--- config.mk ---
export PLATFORM = sky130hd
export DESIGN_NAME = rc4_key_tester
export DESIGN_NICKNAME = d
export VERILOG_FILES = /design/src/rtl/rc4_key_tester.sv
export SDC_FILE = /design/constraint.sdc
export NUM_CORES = 1
export LEC_CHECK = 0
export ABC_AREA = 0
export CORE_MARGIN = 5
export CORE_UTILIZATION = 38
export DETAILED_ROUTE_END_ITERATION = 10
export PLACE_DENSITY = 0.72
export SETUP_SLACK_MARGIN = 0.4
export SYNTH_ARGS = -nofsm -noshare
export SYNTH_HDL_FRONTEND = slang
export SYNTH_SLANG_ARGS = --single-unit
--- constraint.sdc ---
create_clock -name clk -period 6.1 [get_ports clk]
set_input_delay 0.915 -clock clk [delete_from_list [all_inputs] [get_ports clk]]
set_output_delay 0.915 -clock clk [all_outputs]
set_load 0.02 [all_outputs]
--- src/rtl/rc4_key_tester.sv ---
// RC4 decrypt/test engine: S init, KSA, PRGA on a 3-byte key, plaintext charset check.
// Define RC4_EARLY_ABORT_EN to stop at the first byte outside a-z/space.
module rc4_key_tester #(
  parameter int MSG_LEN = 32,
  parameter int MSG_AW  = 5
) (
  input  logic              clk,
  input  logic              rst,
  input  logic              restart,
  input  logic [23:0]       key_in,
  output logic              finish_decrypt,
  output logic              valid,
  output logic              busy,
  output logic [7:0]        s_addr,
  output logic [7:0]        s_wdata,
  output logic              s_wren,
  input  logic [7:0]        s_rdata,
  output logic [MSG_AW-1:0] rom_addr,
  input  logic [7:0]        rom_rdata,
  output logic [MSG_AW-1:0] d_addr,
  output logic [7:0]        d_wdata,
  output logic              d_wren
);

  localparam logic [3:0] S_LOAD = 4'd0;
  localparam logic [3:0] S_INIT = 4'd1;
  localparam logic [3:0] S_KRI  = 4'd2;
  localparam logic [3:0] S_KRJ  = 4'd3;
  localparam logic [3:0] S_KWI  = 4'd4;
  localparam logic [3:0] S_KWJ  = 4'd5;
  localparam logic [3:0] S_PRI  = 4'd6;
  localparam logic [3:0] S_PRJ  = 4'd7;
  localparam logic [3:0] S_PWI  = 4'd8;
  localparam logic [3:0] S_PWJ  = 4'd9;
  localparam logic [3:0] S_PRF  = 4'd10;
  localparam logic [3:0] S_PWD  = 4'd11;
  localparam logic [3:0] S_DONE = 4'd12;

  localparam logic [MSG_AW-1:0] LAST = MSG_AW'(MSG_LEN - 1);

  logic [3:0]        r_state;
  logic              r_ph;
  logic [23:0]       r_key;
  logic [7:0]        r_i;
  logic [7:0]        r_j;
  logic [7:0]        r_si;
  logic [7:0]        r_sj;
  logic [1:0]        r_kidx;
  logic [MSG_AW-1:0] r_k;
  logic [7:0]        r_d;
  logic              r_bad;
  logic              r_busy;
  logic              r_finish;
  logic              r_valid;

  logic [7:0] w_kbyte;
  logic       w_ok;
  logic       w_bad;
  logic       w_last;

  always_comb begin
    case (r_kidx)
      2'd0:    w_kbyte = r_key[23:16];
      2'd1:    w_kbyte = r_key[15:8];
      default: w_kbyte = r_key[7:0];
    endcase
  end

  assign w_ok   = (r_d == 8'h20) | ((r_d >= 8'h61) & (r_d <= 8'h7A));
  assign w_bad  = r_bad | ~w_ok;
`ifdef RC4_EARLY_ABORT_EN
  assign w_last = (r_k == LAST) | ~w_ok;
`else
  assign w_last = (r_k == LAST);
`endif

  assign finish_decrypt = r_finish;
  assign valid          = r_valid;
  assign busy           = r_busy;

  // Memory ports are decoded from state so a restart silences them at once.
  always_comb begin
    s_addr   = 8'd0;
    s_wdata  = 8'd0;
    s_wren   = 1'b0;
    rom_addr = '0;
    d_addr   = '0;
    d_wdata  = 8'd0;
    d_wren   = 1'b0;
    case (r_state)
      S_INIT: begin
        s_addr  = r_i;
        s_wdata = r_i;
        s_wren  = 1'b1;
      end
      S_KRI, S_PRI: s_addr = r_i;
      S_KRJ, S_PRJ: s_addr = r_j;
      S_KWI, S_PWI: begin
        s_addr  = r_i;
        s_wdata = r_sj;
        s_wren  = 1'b1;
      end
      S_KWJ, S_PWJ: begin
        s_addr  = r_j;
        s_wdata = r_si;
        s_wren  = 1'b1;
      end
      S_PRF: begin
        s_addr   = r_si + r_sj;
        rom_addr = r_k;
      end
      S_PWD: begin
        d_addr  = r_k;
        d_wdata = r_d;
        d_wren  = 1'b1;
      end
      default: ;
    endcase
  end

  always_ff @(posedge clk or posedge rst) begin
    if (rst) begin
      r_state  <= S_LOAD;
      r_ph     <= 1'b0;
      r_key    <= 24'd0;
      r_i      <= 8'd0;
      r_j      <= 8'd0;
      r_si     <= 8'd0;
      r_sj     <= 8'd0;
      r_kidx   <= 2'd0;
      r_k      <= '0;
      r_d      <= 8'd0;
      r_bad    <= 1'b0;
      r_busy   <= 1'b0;
      r_finish <= 1'b0;
      r_valid  <= 1'b0;
    end else if (restart) begin
      r_state  <= S_LOAD;
      r_ph     <= 1'b0;
      r_finish <= 1'b0;
      r_valid  <= 1'b0;
    end else begin
      case (r_state)
        S_LOAD: begin
          r_key   <= key_in;
          r_busy  <= 1'b1;
          r_bad   <= 1'b0;
          r_i     <= 8'd0;
          r_state <= S_INIT;
        end
        S_INIT: begin
          r_i <= r_i + 8'd1;
          if (r_i == 8'hFF) begin
            r_j     <= 8'd0;
            r_kidx  <= 2'd0;
            r_state <= S_KRI;
          end
        end
        // Read states: first cycle presents the address, second captures data.
        S_KRI: begin
          r_ph <= ~r_ph;
          if (r_ph) begin
            r_si    <= s_rdata;
            r_j     <= r_j + s_rdata + w_kbyte;
            r_state <= S_KRJ;
          end
        end
        S_KRJ: begin
          r_ph <= ~r_ph;
          if (r_ph) begin
            r_sj    <= s_rdata;
            r_state <= S_KWI;
          end
        end
        S_KWI: r_state <= S_KWJ;
        S_KWJ: begin
          r_kidx <= (r_kidx == 2'd2) ? 2'd0 : r_kidx + 2'd1;
          if (r_i == 8'hFF) begin
            r_i     <= 8'd1;
            r_j     <= 8'd0;
            r_k     <= '0;
            r_state <= S_PRI;
          end else begin
            r_i     <= r_i + 8'd1;
            r_state <= S_KRI;
          end
        end
        S_PRI: begin
          r_ph <= ~r_ph;
          if (r_ph) begin
            r_si    <= s_rdata;
            r_j     <= r_j + s_rdata;
            r_state <= S_PRJ;
          end
        end
        S_PRJ: begin
          r_ph <= ~r_ph;
          if (r_ph) begin
            r_sj    <= s_rdata;
            r_state <= S_PWI;
          end
        end
        S_PWI: r_state <= S_PWJ;
        S_PWJ: r_state <= S_PRF;
        S_PRF: begin
          r_ph <= ~r_ph;
          if (r_ph) begin
            r_d     <= s_rdata ^ rom_rdata;
            r_state <= S_PWD;
          end
        end
        S_PWD: begin
          r_bad <= w_bad;
          if (w_last) begin
            r_finish <= 1'b1;
            r_valid  <= ~w_bad;
            r_busy   <= 1'b0;
            r_state  <= S_DONE;
          end else begin
            r_k     <= r_k + 1'b1;
            r_i     <= r_i + 8'd1;
            r_state <= S_PRI;
          end
        end
        default: ;
      endcase
    end
  end

endmodule

== Word level (Yosys, flattened, before mapping) ==
Index checks and enable logic that the tools add are counted.
Widths: inputs -> output; s select.

* Output and inout port bits: 39
* Word-level logic and storage cells: 133
* Bits of input ports: 43
* Flip-flop bits (word level): 80

* Reduce and logical (&&, ||, !) cells: 32
* Add/sub/neg operators: 6
* Order comparisons: 2
* Mux-type cells: 42
* Bitwise operators: 8
* Equality and inequality tests: 29

{| class="wikitable"
|+ Operator list
! cell !! count
|-
| $pmux 8 s3 || 3
|-
| $mux 8 || 6
|-
| $pmux 4 s12 || 1
|-
| $mux 4 || 8
|-
| $pmux 8 s4 || 1
|-
| $add 8x8->8 || 3
|-
| $mux 5 || 4
|-
| $ne 3x3->1 const B || 6
|-
| $reduce_and 3->1 || 6
|-
| $eq 4x3->1 const B || 4
|-
| $eq 4x4->1 const B || 4
|-
| $pmux 8 s2 || 1
|-
| $reduce_or 5->1 || 3
|-
| $reduce_bool 13->1 || 1
|-
| $ne 2x2->1 const B || 6
|-
| $reduce_bool 2->1 || 6
|-
| $mux 1 || 11
|-
| $pmux 5 s2 || 1
|-
| $reduce_or 2->1 || 5
|-
| $add 8x1->8 const B || 1
|-
| $eq 4x2->1 const B || 2
|-
| $eq 8x6->1 const B || 1
|-
| $eq 8x8->1 const B || 1
|-
| $ge 8x7->1 const B || 1
|-
| 25 further kinds || 33
|}

== Depth between registers and ports, before layout ==
* Word-level depth: 9
* Mapped depth: 15
* Gate-level depth less buffers: 15

== Worst setup path before layout ==
No wires, ideal clock.

* Path type: input to register
* Start point: input s_rdata[0]
* End point: register r_j[7]
* Slack: 2485 ps
* Arrival: 3484 ps
* Setup time: 131 ps
* Buffers on the path: 0
* Cell stages on the path: 15
* Cell sequence: ha_1 -> inv_1 -> fa_1 -> nor2b_1 -> o21a_1 -> o21ai_0 -> and4_1 -> or3_1 -> ha_1 -> o21a_1 -> nor2_1 -> a21oi_1 -> xnor2_1 -> o211a_1 -> or3_1

* Cells in the longest elaborated chain, start to end: 4
* Elaborated cells between the ends (all ways): 5

{| class="wikitable"
|+ Ends and longest elaborated chain
! element !! line !! RTL
|-
| start: declaration || 17 || <nowiki>input logic [7:0] s_rdata,</nowiki>
|-
| $add 8x8->8 (*) || 164, 192 ||
|-
| $add 8x8->8 || 164 || <nowiki>r_j <= r_j + s_rdata + w_kbyte;</nowiki>
|-
| $mux 8 || 162 || <nowiki>if (r_ph) begin</nowiki>
|-
| $pmux 8 s3 (*) || 143 || <nowiki>case (r_state)</nowiki>
|-
| end signal: assignment || 164 ||
|-
| end signal: assignment || 192 || <nowiki>r_j <= r_j + s_rdata;</nowiki>
|-
| end: declaration || 45 || <nowiki>logic [7:0] r_j;</nowiki>
|}

Every way passes the cells marked *; elsewhere a longest branch is shown, timed or not. The select of a mux whose other input is x is not followed.
A chain may end at the register's enable or synchronous reset.

== Worst setup path after layout ==
* Start point: register r_state[1]
* End point: output s_addr[4]

* Cells in the longest elaborated chain, start to end: 3
* Elaborated cells between the ends (all ways): 13

{| class="wikitable"
|+ Ends and longest elaborated chain
! element !! line !! RTL
|-
| start: declaration || 41 || <nowiki>logic [3:0] r_state;</nowiki>
|-
| start signal: assignment || 123 || <nowiki>r_state <= S_LOAD;</nowiki>
|-
| start signal: assignment || 138 || <nowiki>r_state <= S_LOAD;</nowiki>
|-
| start signal: assignment || 149 || <nowiki>r_state <= S_INIT;</nowiki>
|-
| $eq 4x3->1 (tied with other cells) || 90 || <nowiki>case (r_state)</nowiki>
|-
| $reduce_or 5->1 (no line) or $reduce_or 4->1 (tied branches) || -- ||
|-
| $pmux 8 s3 (*) || 90 ||
|-
| end: declaration || 14 || <nowiki>output logic [7:0] s_addr,</nowiki>
|}

Every way passes the cells marked *; elsewhere a longest branch is shown, timed or not.

==> results.json <==
{
  "synth.avg_cell_area_um2": 9.78,
  "clock-sinks": 80,
  "ys_types": 66,
  "worst_pin_slew_ps": 1010,
  "drive_above_1_share_pct": 13.5,
  "fin_skew_ps": 10.2,
  "netlist_area_mm2": 0.00526,
  "routed.top_layer": "met4",
  "vias": 4190,
  "power_density_mw_per_mm2": 341,
  "slowest_delay_ps": 780,
  "pwr-share-comb_pct": 41.0,
  "synth_cells": 538,
  "clock_path_buffers": 2,
  "die_x_um": 128,
  "htree_levels": 3,
  "criticalPathCategory": "flop to output pin",
  "leakage_nw": 2.72,
  "overflow": 0,
  "p_seq_share_pct": 34.6,
  "fillCellCount": 1272,
  "yosys_warnings": 0,
  "antenna_found_initial": 0,
  "worstHoldPathType": "flop to flop",
  "ys_seq_area_share_pct": 38.0,
  "core_area_mm2": 0.0137,
  "whs_path_depth": 1,
  "synth.largest_area_cell": "dfrtp_1",
  "met3_length_um": 565,
  "finalPower_mw": 2.21,
  "rows": 43,
  "gp_congestion": 0.871,
  "final_util_pct": 47.3,
  "p_sw_mw": 0.805,
  "cts_buffers": 9,
  "syn_nets": 611,
  "status": "finished, final reports clean",
  "worstPathCellList": "nor2b_1, nand2_1, o31ai_1, clkdlybuf4s50_1",
  "die_area_mm2": 0.0163,
  "fmaxAchievable_mhz": 239,
  "fin_ws_ps": 1920,
  "fin_crit_sh_pct": 68.5,
  "netSwitchingFraction_pct": 36.4,
  "placed_cell_area_mm2": 0.00620,
  "ir_drop_uv": 213,
  "m1WireLength_mm": 5.76,
  "fin_cells": 795,
  "final_area_mm2": 0.00649,
  "placed_cells": 780,
  "worst_hold_slack_ps": 480,
  "grt_use_total_pct": 16.4,
  "synth-seq-cells": 80,
  "num_io_pins": 82,
  "p_int_mw": 1.41,
  "nets": 684,
  "pwr-share-clk_pct": 24.4,
  "most-common-layout-cells": "clkdlybuf4s50_1 (81), dfrtp_1 (80), nand2_1 (45), mux2_2 (39), nor2_1 (39)",
  "synth_area_leaders": "dfrtp_1 (38%), mux2_2 (8.3%), ha_1 (6.4%)",
  "via_per_inst": 5.27,
  "routedWlPerCell_um": 16.3,
  "drc": 0,
  "grt_pass1_wl_mm": 21.2,
  "cp_slowest_cell": "dfrtp_1",
  "drtIter0Drc": 224,
  "worstPathMaxFanout": 21,
  "slew_headroom_pct": 32.5,
  "drt_first_pass_iters": 4,
  "crit_arrival_ps": 3260,
  "cts_tree": "yes",
  "synth_top_cell_area_share_pct": 38.0,
  "postCtsSetupBuffers": 0,
  "layout_commonest_cell": "clkdlybuf4s50_1",
  "dp_hpwl_mm": 10.1,
  "setup_viol": 0,
  "diodes": 0,
  "synth_edf_count": 0,
  "routed_wl_mm": 12.9,
  "detail-route-antenna-nets": 0,
  "io_buffers": 81,
  "async_flop_share_pct": 100,
  "clock_latency_ps": 350,
  "ctsResizeCount": 0,
  "pre_cts_slack_ps": 1650,
  "ys.flop_type": "dfrtp_1",
  "clk_pin_slew_ps": 60,
  "grt_max_degree": 81,
  "dr_wl_met2_mm": 6.37,
  "synthToLayoutAreaGrowth_pct": 23.3,
  "initial_utilization_pct": 38.3,
  "drv_cap": 0,
  "min_period_ps": 4180,
  "first_global_vias": 4262,
  "dieHeight_um": 128,
  "rsz0062_at_grt": "false",
  "drv_slew": 0,
  "ff2ff_path_depth": 15,
  "start_kind": "flop",
  "root_buffer": "clkbuf_16",
  "required_ps": 5180,
  "hold_viol_final": 0,
  "tns_ps": 0,
  "end_kind": "output pin",
  "cts_hold_buf": 0
}
## synthesized netlist by cell type (12+ instances only)
cell	instances
a21oi_1	36
a22oi_1	19
and2_1	20
buf_2	12
dfrtp_1	80
ha_1	27
inv_1	20
mux2_2	39
nand2_1	45
nor2_1	39
o21ai_0	25
xnor2_1	20
## worst paths after layout
kind | from | endpoint | slack, ps
worst max-delay path | r_state[1] | s_addr[4] | 1920
worst min-delay path | busy | busy | 480
max in group asynchronous | rst | r_si[7] | 4250
worst max register to register | r_j[0] | r_j[7] | 2740
min in group asynchronous | rst | busy | 1220
worst min register to register | busy | busy | 480
## cell type report
| type | instances | area (µm²) | share of cell area [%] |
|---|---|---|---|
| Timing Repair Buffer | 83 | 826 | 12.7 |
| Clock inverter | 5 | 57.6 | 0.887 |
| Tap cell | 180 | 225 | 3.47 |
| Sequential cell | 80 | 2000 | 30.9 |
| Multi-Input combinational cell | 416 | 3070 | 47.3 |
| Inverter | 21 | 78.8 | 1.22 |
| Clock buffer | 10 | 229 | 3.53 |
## sequential cells by signal (all words and copies together) (netlist names), 2 cells and up
| register | flops |
|---|---|
| r_d | 8 |
| r_i | 8 |
| r_j | 8 |
| r_k | 5 |
| r_key | 24 |
| r_kidx | 2 |
| r_si | 8 |
| r_sj | 8 |
| r_state | 4 |
## worst max-delay path: cells and delay by family (launching register included)
family,cells,cell delay (ps)
compound gates,1,420
buf+inv,1,670
flops,1,780
simple gates,2,1030
## logic make-up after synthesis
family	after synthesis	share of synthesized area, %
simple gates	172	17.9
compound gates	137	17.9
flops	80	38.0
mux	49	10.2
buf+inv	42	3.64
fa+ha+maj	30	7.56
xor+xnor	28	4.66
## per-layer routing
metal | global-route usage (%) | up-vias
met3 | 3.38 | 16
met5 | 0 | -
met2 | 27.8 | 89
li1 | - | 2080
met4 | 6.37 | 0
met1 | 20.5 | 2005
## power by group through the flow
stage / registers (mW) / clock network (mW) / logic (mW)
finish: 0.766 / 0.538 / 0.906
global route: 0.783 / 0.566 / 1.01
floorplan: 0.719 / 0 / 0.733
CTS: 0.764 / 0.549 / 0.910
global placement: 0.764 / 0 / 0.872
detailed placement: 0.773 / 0 / 0.906
Power figures use the tool's default switching activity.
